## src/rtl/sha256_pkg.sv

```systemverilog
// sha256_pkg: shared SHA-256 link constants and the FSM state encoding
//   DATA_WIDTH  word width
//   BLK_WORDS   words per 512-bit block
//   IDX_W       width of the index sent with each word
//   PTR_W       width of the internal word pointers
//   state_t     s_IDLE / s_SEND / s_WAIT (2'b11 unused and recovered to s_IDLE)
package sha256_pkg;
  localparam int DATA_WIDTH = 32;
  localparam int BLK_WORDS = 16;
  localparam int IDX_W = 5;
  localparam int PTR_W = $clog2(BLK_WORDS);
  typedef enum logic [1:0] {
    s_IDLE = 2'b00,
    s_SEND = 2'b01,
    s_WAIT = 2'b10
  } state_t;
endpackage

```

## src/rtl/sha_me_tx_if.sv

```systemverilog
// sha_me_tx_if: word link between the input path, sha_me_tx and the expansion block
//   s_valid_in/s_data_in/s_ready_out   upstream word handshake
//   start_out/Rx_core_count_out/data_out  indexed word stream toward expansion
//   me_dv_in                           expansion done pulse
//   slave modport is the transmitter side, master the surrounding side
interface sha_me_tx_if #(parameter int DATA_WIDTH = sha256_pkg::DATA_WIDTH);
  logic s_valid_in;
  logic [DATA_WIDTH-1:0] s_data_in;
  logic s_ready_out;
  logic start_out;
  logic [sha256_pkg::IDX_W-1:0] Rx_core_count_out;
  logic [DATA_WIDTH-1:0] data_out;
  logic me_dv_in;
  modport slave(input s_valid_in, s_data_in, me_dv_in, output s_ready_out, start_out, Rx_core_count_out, data_out);
  modport master(output s_valid_in, s_data_in, me_dv_in, input s_ready_out, start_out, Rx_core_count_out, data_out);
endinterface

```

## src/rtl/sha_pingpong_buf.sv

```systemverilog
// sha_pingpong_buf: two-bank 16-word block buffer with full flags and write pointer
//   wr_en/wr_data/ready  write handshake (write happens on wr_en && ready)
//   clr                  releases bank rd_bank after it has been acknowledged
//   rd_bank/rd_idx       combinational read port, rd_data
//   full                 per-bank full flags
module sha_pingpong_buf
  import sha256_pkg::*;
(
  input  logic                  clk,
  input  logic                  rst_n,
  input  logic                  wr_en,
  input  logic [DATA_WIDTH-1:0] wr_data,
  output logic                  ready,
  input  logic                  clr,
  input  logic                  rd_bank,
  input  logic [PTR_W-1:0]      rd_idx,
  output logic [1:0]            full,
  output logic [DATA_WIDTH-1:0] rd_data
);
  logic [DATA_WIDTH-1:0] bank [2][BLK_WORDS];
  logic wr_bank;
  logic [PTR_W-1:0] wr_idx;
  logic we, last;
  assign ready = !full[wr_bank];
  assign we = wr_en && ready;
  assign last = we && wr_idx == PTR_W'(BLK_WORDS - 1);
  assign rd_data = bank[rd_bank][rd_idx];
  always_ff @(posedge clk)
    if (we) bank[wr_bank][wr_idx] <= wr_data;
  // set and clear always address different banks, so both apply in one cycle
  always_ff @(posedge clk or negedge rst_n)
    if (!rst_n) begin
      full <= '0;
      wr_bank <= 1'b0;
      wr_idx <= '0;
    end else begin
      full <= (full | ({1'b0, last} << wr_bank)) & ~({1'b0, clr} << rd_bank);
      wr_bank <= wr_bank ^ last;
      wr_idx <= wr_idx + PTR_W'(we);
    end
endmodule

```

## src/rtl/sha_me_tx.sv

```systemverilog
// sha_me_tx: streams buffered 512-bit blocks to message expansion as 16 indexed words
//   clk, rst_n    clock and asynchronous active-low reset
//   bus           sha_me_tx_if.slave: upstream handshake, word stream, done pulse
//   o_FSM_state   current state for debug
//   o_blk_count   acknowledged blocks, wraps at 2^16
module sha_me_tx
  import sha256_pkg::*;
(
  input  logic        clk,
  input  logic        rst_n,
  sha_me_tx_if.slave  bus,
  output logic [1:0]  o_FSM_state,
  output logic [15:0] o_blk_count
);
  state_t state, state_n;
  logic rd_bank, ack;
  logic [PTR_W-1:0] tx_idx, idx_n;
  logic [1:0] full;
  logic [DATA_WIDTH-1:0] rd_data, data_q;
  sha_pingpong_buf u_buf (
    .clk(clk),
    .rst_n(rst_n),
    .wr_en(bus.s_valid_in),
    .wr_data(bus.s_data_in),
    .ready(bus.s_ready_out),
    .clr(ack),
    .rd_bank(rd_bank),
    .rd_idx(idx_n),
    .full(full),
    .rd_data(rd_data)
  );
  // the read address is the next cycle's index so data_q lines up with tx_idx
  assign idx_n = state == s_SEND ? tx_idx + PTR_W'(1) : '0;
  always_comb begin
    state_n = state;
    ack = 1'b0;
    case (state)
      s_IDLE: state_n = full[rd_bank] ? s_SEND : s_IDLE;
      s_SEND: state_n = tx_idx == PTR_W'(BLK_WORDS - 1) ? s_WAIT : s_SEND;
      s_WAIT: begin
        ack = bus.me_dv_in;
        state_n = bus.me_dv_in ? s_IDLE : s_WAIT;
      end
      default: state_n = s_IDLE;
    endcase
  end
  always_ff @(posedge clk or negedge rst_n)
    if (!rst_n) begin
      state <= s_IDLE;
      tx_idx <= '0;
      rd_bank <= 1'b0;
      o_blk_count <= '0;
      data_q <= '0;
    end else begin
      state <= state_n;
      tx_idx <= idx_n;
      rd_bank <= rd_bank ^ ack;
      o_blk_count <= o_blk_count + 16'(ack);
      data_q <= state_n == s_SEND ? rd_data : '0;
    end
  assign bus.start_out = state == s_SEND;
  assign bus.Rx_core_count_out = bus.start_out ? IDX_W'(tx_idx) : '0;
  assign bus.data_out = data_q;
  assign o_FSM_state = state;
endmodule

```

## src/flat_wrapper.sv

```systemverilog
// flat-port wrapper written by rule: the top's interface ports become plain ports
module sha_me_tx_flat import sha256_pkg::*;
  (clk, rst_n, o_FSM_state, o_blk_count, bus_s_valid_in, bus_s_data_in, bus_me_dv_in, bus_s_ready_out, bus_start_out, bus_Rx_core_count_out, bus_data_out);
  sha_me_tx_if #(.DATA_WIDTH(32)) bus_i ();
  input  logic clk;
  input  logic rst_n;
  output logic [1:0] o_FSM_state;
  output logic [15:0] o_blk_count;
  input wire logic [$bits(bus_i.s_valid_in)-1:0] bus_s_valid_in;
  input wire logic [$bits(bus_i.s_data_in)-1:0] bus_s_data_in;
  input wire logic [$bits(bus_i.me_dv_in)-1:0] bus_me_dv_in;
  output wire logic [$bits(bus_i.s_ready_out)-1:0] bus_s_ready_out;
  output wire logic [$bits(bus_i.start_out)-1:0] bus_start_out;
  output wire logic [$bits(bus_i.Rx_core_count_out)-1:0] bus_Rx_core_count_out;
  output wire logic [$bits(bus_i.data_out)-1:0] bus_data_out;
  assign bus_i.s_valid_in = bus_s_valid_in;
  assign bus_i.s_data_in = bus_s_data_in;
  assign bus_i.me_dv_in = bus_me_dv_in;
  assign bus_s_ready_out = bus_i.s_ready_out;
  assign bus_start_out = bus_i.start_out;
  assign bus_Rx_core_count_out = bus_i.Rx_core_count_out;
  assign bus_data_out = bus_i.data_out;
  sha_me_tx u_core (.clk(clk), .rst_n(rst_n), .bus(bus_i), .o_FSM_state(o_FSM_state), .o_blk_count(o_blk_count));
endmodule
```

## config.mk

```make
export PLATFORM = sky130hd
export DESIGN_NAME = sha_me_tx_flat
export DESIGN_NICKNAME = d
export VERILOG_FILES = /design/src/rtl/sha256_pkg.sv /design/src/rtl/sha_me_tx_if.sv /design/src/rtl/sha_pingpong_buf.sv /design/src/rtl/sha_me_tx.sv /design/src/flat_wrapper.sv
export SDC_FILE = /design/constraint.sdc
export NUM_CORES = 1
export LEC_CHECK = 0
export CAP_MARGIN = 15
export CELL_PAD_IN_SITES_DETAIL_PLACEMENT = 1
export CELL_PAD_IN_SITES_GLOBAL_PLACEMENT = 1
export CORE_ASPECT_RATIO = 0.7
export CORE_UTILIZATION = 45
export CTS_CLUSTER_DIAMETER = 120
export CTS_CLUSTER_SIZE = 8
export DETAILED_ROUTE_END_ITERATION = 12
export GPL_TIMING_DRIVEN = 0
export HOLD_SLACK_MARGIN = 0.03
export PLACE_DENSITY = 0.8
export SLEW_MARGIN = 20
export SYNTH_ARGS = -nofsm -noshare
export SYNTH_HDL_FRONTEND = slang
export SYNTH_SLANG_ARGS = --single-unit
export TNS_END_PERCENT = 1
```

## constraint.sdc

```tcl
create_clock -name clk -period 6.1 [get_ports clk]
set_input_delay 1.525 -clock clk [delete_from_list [all_inputs] [get_ports clk]]
set_output_delay 1.525 -clock clk [all_outputs]
set_load 0.01 [all_outputs]
```

==> summary.txt <==
Outcome
  – Status: complete, no violations

STA
  – Setup Skew: about 0.035 ns
  – Hold Violations, Final: 0
  – Fin crit period: 4.99 ns
  – Worst-Margin Slew: around 1.3 ns
  – Unrepaired setup endpoints after global routing: no
  – Final setup violation count: 0
  – Final cycle utilization of the critical path: between 80% and 90%
  – Fmax: ~200 MHz
  – Fin Setup TNS: 0 ns
  – Slew margin rel.: approximately 14%
  – Post-route worst setup slack: between 1 and 1.5 ns
  – Max-slew violations: 0

Placement
  – Post-detail-place hpwl: roughly 87,000 um
  – Dpl ws: approximately 1.3 ns
  – Routability Congestion: approximately 0.9
  – PortBufs: 91
  – Cell Area, Placed: between 40,000 and 50,000 um2

Final layout
  – Layout cell share with drive strength beyond 1: 19.3%
  – Final Cell Area: slightly below 50,000 um2
  – Filler instances: ~8,300
  – Multi-input gate area: approximately 9000 um2
  – Register area: between 30,000 and 40,000 um2
  – P&R area growth vs syn: 18.5%
  – Layout Nets: 2,692

GRT
  – First-pass GRT wire length: roughly 190,000 um
  – Largest net degree at the start of global routing: 47
  – Initial antenna violation count: 8
  – GR Overflow Total: 0
  – GRT Total Usage: between 20 and 30%
  – Vias in the first global route: roughly 26,000

Yosys
  – Most numerous cell in the Yosys netlist: edfxtp_1
  – Post-synthesis sequential area ratio: roughly 77%
  – EDFF count, synth: between 1,000 and 1,500
  – Yosys reg bits: about 1,100
  – Post-synth ARST share: roughly 5.7%
  – Top post-synthesis cells by area: edfxtp_1 (74%), mux4_2 (8.0%), dfrtp_1 (3.7%)
  – Syn Nets: 2,401
  – Average instance area after synthesis: 17.7 um2
  – Top cells by count, synth: edfxtp_1 (1,024), nand2_1 (375), mux4_2 (148)
  – Primary FF master, synth: edfxtp_1
  – Synthesized instance count: 2,359
  – Synth area leader: edfxtp_1
  – Top cell type's share of synthesized area: about 74%
  – Post-Syn Area: 41,800 um2
  – Post-synth cell types: 56
  – Ys Warns: 0

Floorplan
  – Starting Density: 45.4%
  – Row count: 93
  – Vert. Die Dim: roughly 260 um
  – Core Box Area: 91,900 um2
  – # IOs: 93
  – Die width: between 300 and 400 um
  – Die ar.: between 90,000 and 100,000 um2

Power
  – Cell area power density: about 550 nW/um2
  – Power, Total: roughly 27 mW
  – Leak pwr: approximately 16 nW
  – VDD IR max: 0.347 mV

Clock network
  – TritonCTS buffer count: roughly 150
  – Postcts setup bufs: 0
  – CTS tree: yes
  – Num Clock Sinks: approximately 1,100
  – H-tree levels: 4
  – # hold bufs at CTS: 0
  – Post-cts sizing count: 0
  – Clock-pin slew on the worst setup and hold paths: around 0.06 ns
  – CTS root buffer: clkbuf_16
  – Maximum root-to-sink buffer count: 3
  – Clk Latency, worst-skew pair: around 0.77 ns

Detailed routing
  – Post-route ant nets: 0
  – Routed wire length: approximately 140,000 um
  – Via Count: 25,600
  – Iteration-0 DRC Markers: between 3,000 and 4,000
  – DR pass1 iterations: 7
  – Detailed-route DRC error count: 0
  – Post-DR wirelength/cell: 34.2 um
  – Vias/cell: between 6 and 7

Critical path
  – Setup slack, reg-to-reg: ~1.5 ns
  – Worst r2r dst: u_core.bus.data_out[9]$_DFF_PN0_
  – Arrival time worst endpoint: 3.46 ns
  – RR Startpoint: u_core.o_FSM_state[1]$_DFF_PN0_
  – Crit start category: flip-flop
  – CP Max Fanout: 10
  – CP endpoint kind: output pin
  – Worst setup endpoint: bus_Rx_core_count_out[0]
  – Crit path from: u_core.tx_idx[0]$_DFF_PN0_
  – Reg2Reg Depth: 9
  – Critical Path RT: 4.58 ns
  – Crit Path Category: flip-flop to output pin

Min path
  – HP Class: flip-flop to flip-flop

Run
  – Max Cap Violations: 0
## metal layers
metal / global-route usage, % / vias up / share of wire [%]
li1: - / 9906 / -
met1: 38.6 / 13200 / 37
met2: 44.0 / 2051 / 46
met3: 9.02 / 426 / 13
met4: 11.5 / 12 / 3.9
met5: 0 / - / 0.049
## final cells by class
type | count | share of cell area [%]
Antenna cell | 1 | 0.00506
Buffer | 146 | 1.64
Clock buffer | 220 | 8.59
Clock inverter | 7 | 0.167
Inverter | 8 | 0.0708
Multi-Input combinational cell | 1119 | 17.9
Sequential cell | 1086 | 65.3
Tap cell | 1235 | 3.12
Timing Repair Buffer | 136 | 3.28
## placed cells by master (no fill, tap or decap), types with 4 or more instances in the layout
cell type,instances
buf_2,65
a31oi_1,8
clkbuf_16,161
o221ai_1,4
nand2b_1,4
xnor2_1,13
nand3_1,127
nand2_1,375
and3_1,7
dfrtp_1,62
or3_1,5
a22oi_1,4
a21oi_1,89
a21boi_0,14
xor2_1,8
buf_4,30
mux4_2,148
a211o_1,25
buf_12,12
nor2b_1,6
mux2i_1,12
inv_1,5
nor2_1,17
o41ai_2,12
o22ai_1,107
a211oi_1,4
edfxtp_1,1024
mux2_2,11
and2_1,5
buf_6,20
buf_1,15
nor2_4,27
a311oi_1,10
buf_16,19
clkdlybuf4s50_1,58
o21ai_0,9
a21boi_1,11
o41ai_1,15
ha_1,4
clkbuf_1,120
## stage by stage
stage	utilization (%)	hold WS, ns	instances
2_1_floorplan	-	0.491	2359
3_3_place_gp	48.1	0.456	3685
3_5_place_dp	49.3	0.468	3730
4_1_cts	54.0	0.480	3957
5_1_grt	53.8	0.488	3957
6_report	53.8	0.480	3958
## critical path: stages (launching register included)
cell	delay (ns)
dfrtp_1	0.38
buf_6	0.20
clkbuf_1	0.59
buf_1	0.76
and2_1	0.23
clkdlybuf4s50_1	0.53
## report_power, final
group	internal [mW]	total, mW	switching [mW]	leakage (nW)
sequential	8.71	8.90	0.192	9.98
clock	4.75	7.89	3.14	2.09
combinational	3.17	10.5	7.34	4.21
## logic make-up (layout without fill, tap and decap cells)
group	count (synthesis)	after routing	synth area share [%]
AOI/OAI and AO/OA	332	332	5.52
xor gates and xnor gates	21	21	0.440
adders and majority gates	6	6	0.180
buffers and inverters	154	517	2.03
DFF	1086	1086	77.3
muxes	171	171	8.56
other	1	2	0.00898
and+or+nand+nor	588	588	5.93
## worst min-delay path by stage
stage / from / end / slack [ns] / cells after the start
after global placement: u_core.o_blk_count[15]$_DFF_PN0_ / u_core.o_blk_count[15]$_DFF_PN0_ / 0.46 / 1
final: u_core.o_blk_count[15]$_DFF_PN0_ / u_core.o_blk_count[15]$_DFF_PN0_ / 0.48 / 1
after CTS: u_core.o_blk_count[15]$_DFF_PN0_ / u_core.o_blk_count[15]$_DFF_PN0_ / 0.48 / 1
after detailed placement: u_core.o_blk_count[15]$_DFF_PN0_ / u_core.o_blk_count[15]$_DFF_PN0_ / 0.47 / 1
after global routing: u_core.o_blk_count[15]$_DFF_PN0_ / u_core.o_blk_count[15]$_DFF_PN0_ / 0.49 / 1
after floorplan: u_core.u_buf.full[0]$_DFF_PN0_ / u_core.u_buf.full[0]$_DFF_PN0_ / 0.49 / 1
## flip-flops by register name (all words and copies together) (netlist names)
signal,cells
u_core.u_buf.bank,1024
u_core.o_FSM_state,2
u_core.u_buf.wr_idx,4
u_core.rd_bank,1
u_core.tx_idx,4
u_core.o_blk_count,16
u_core.u_buf.full,2
u_core.bus.data_out,32
u_core.u_buf.wr_bank,1
No activity file was read; power rests on OpenSTA's default activity.
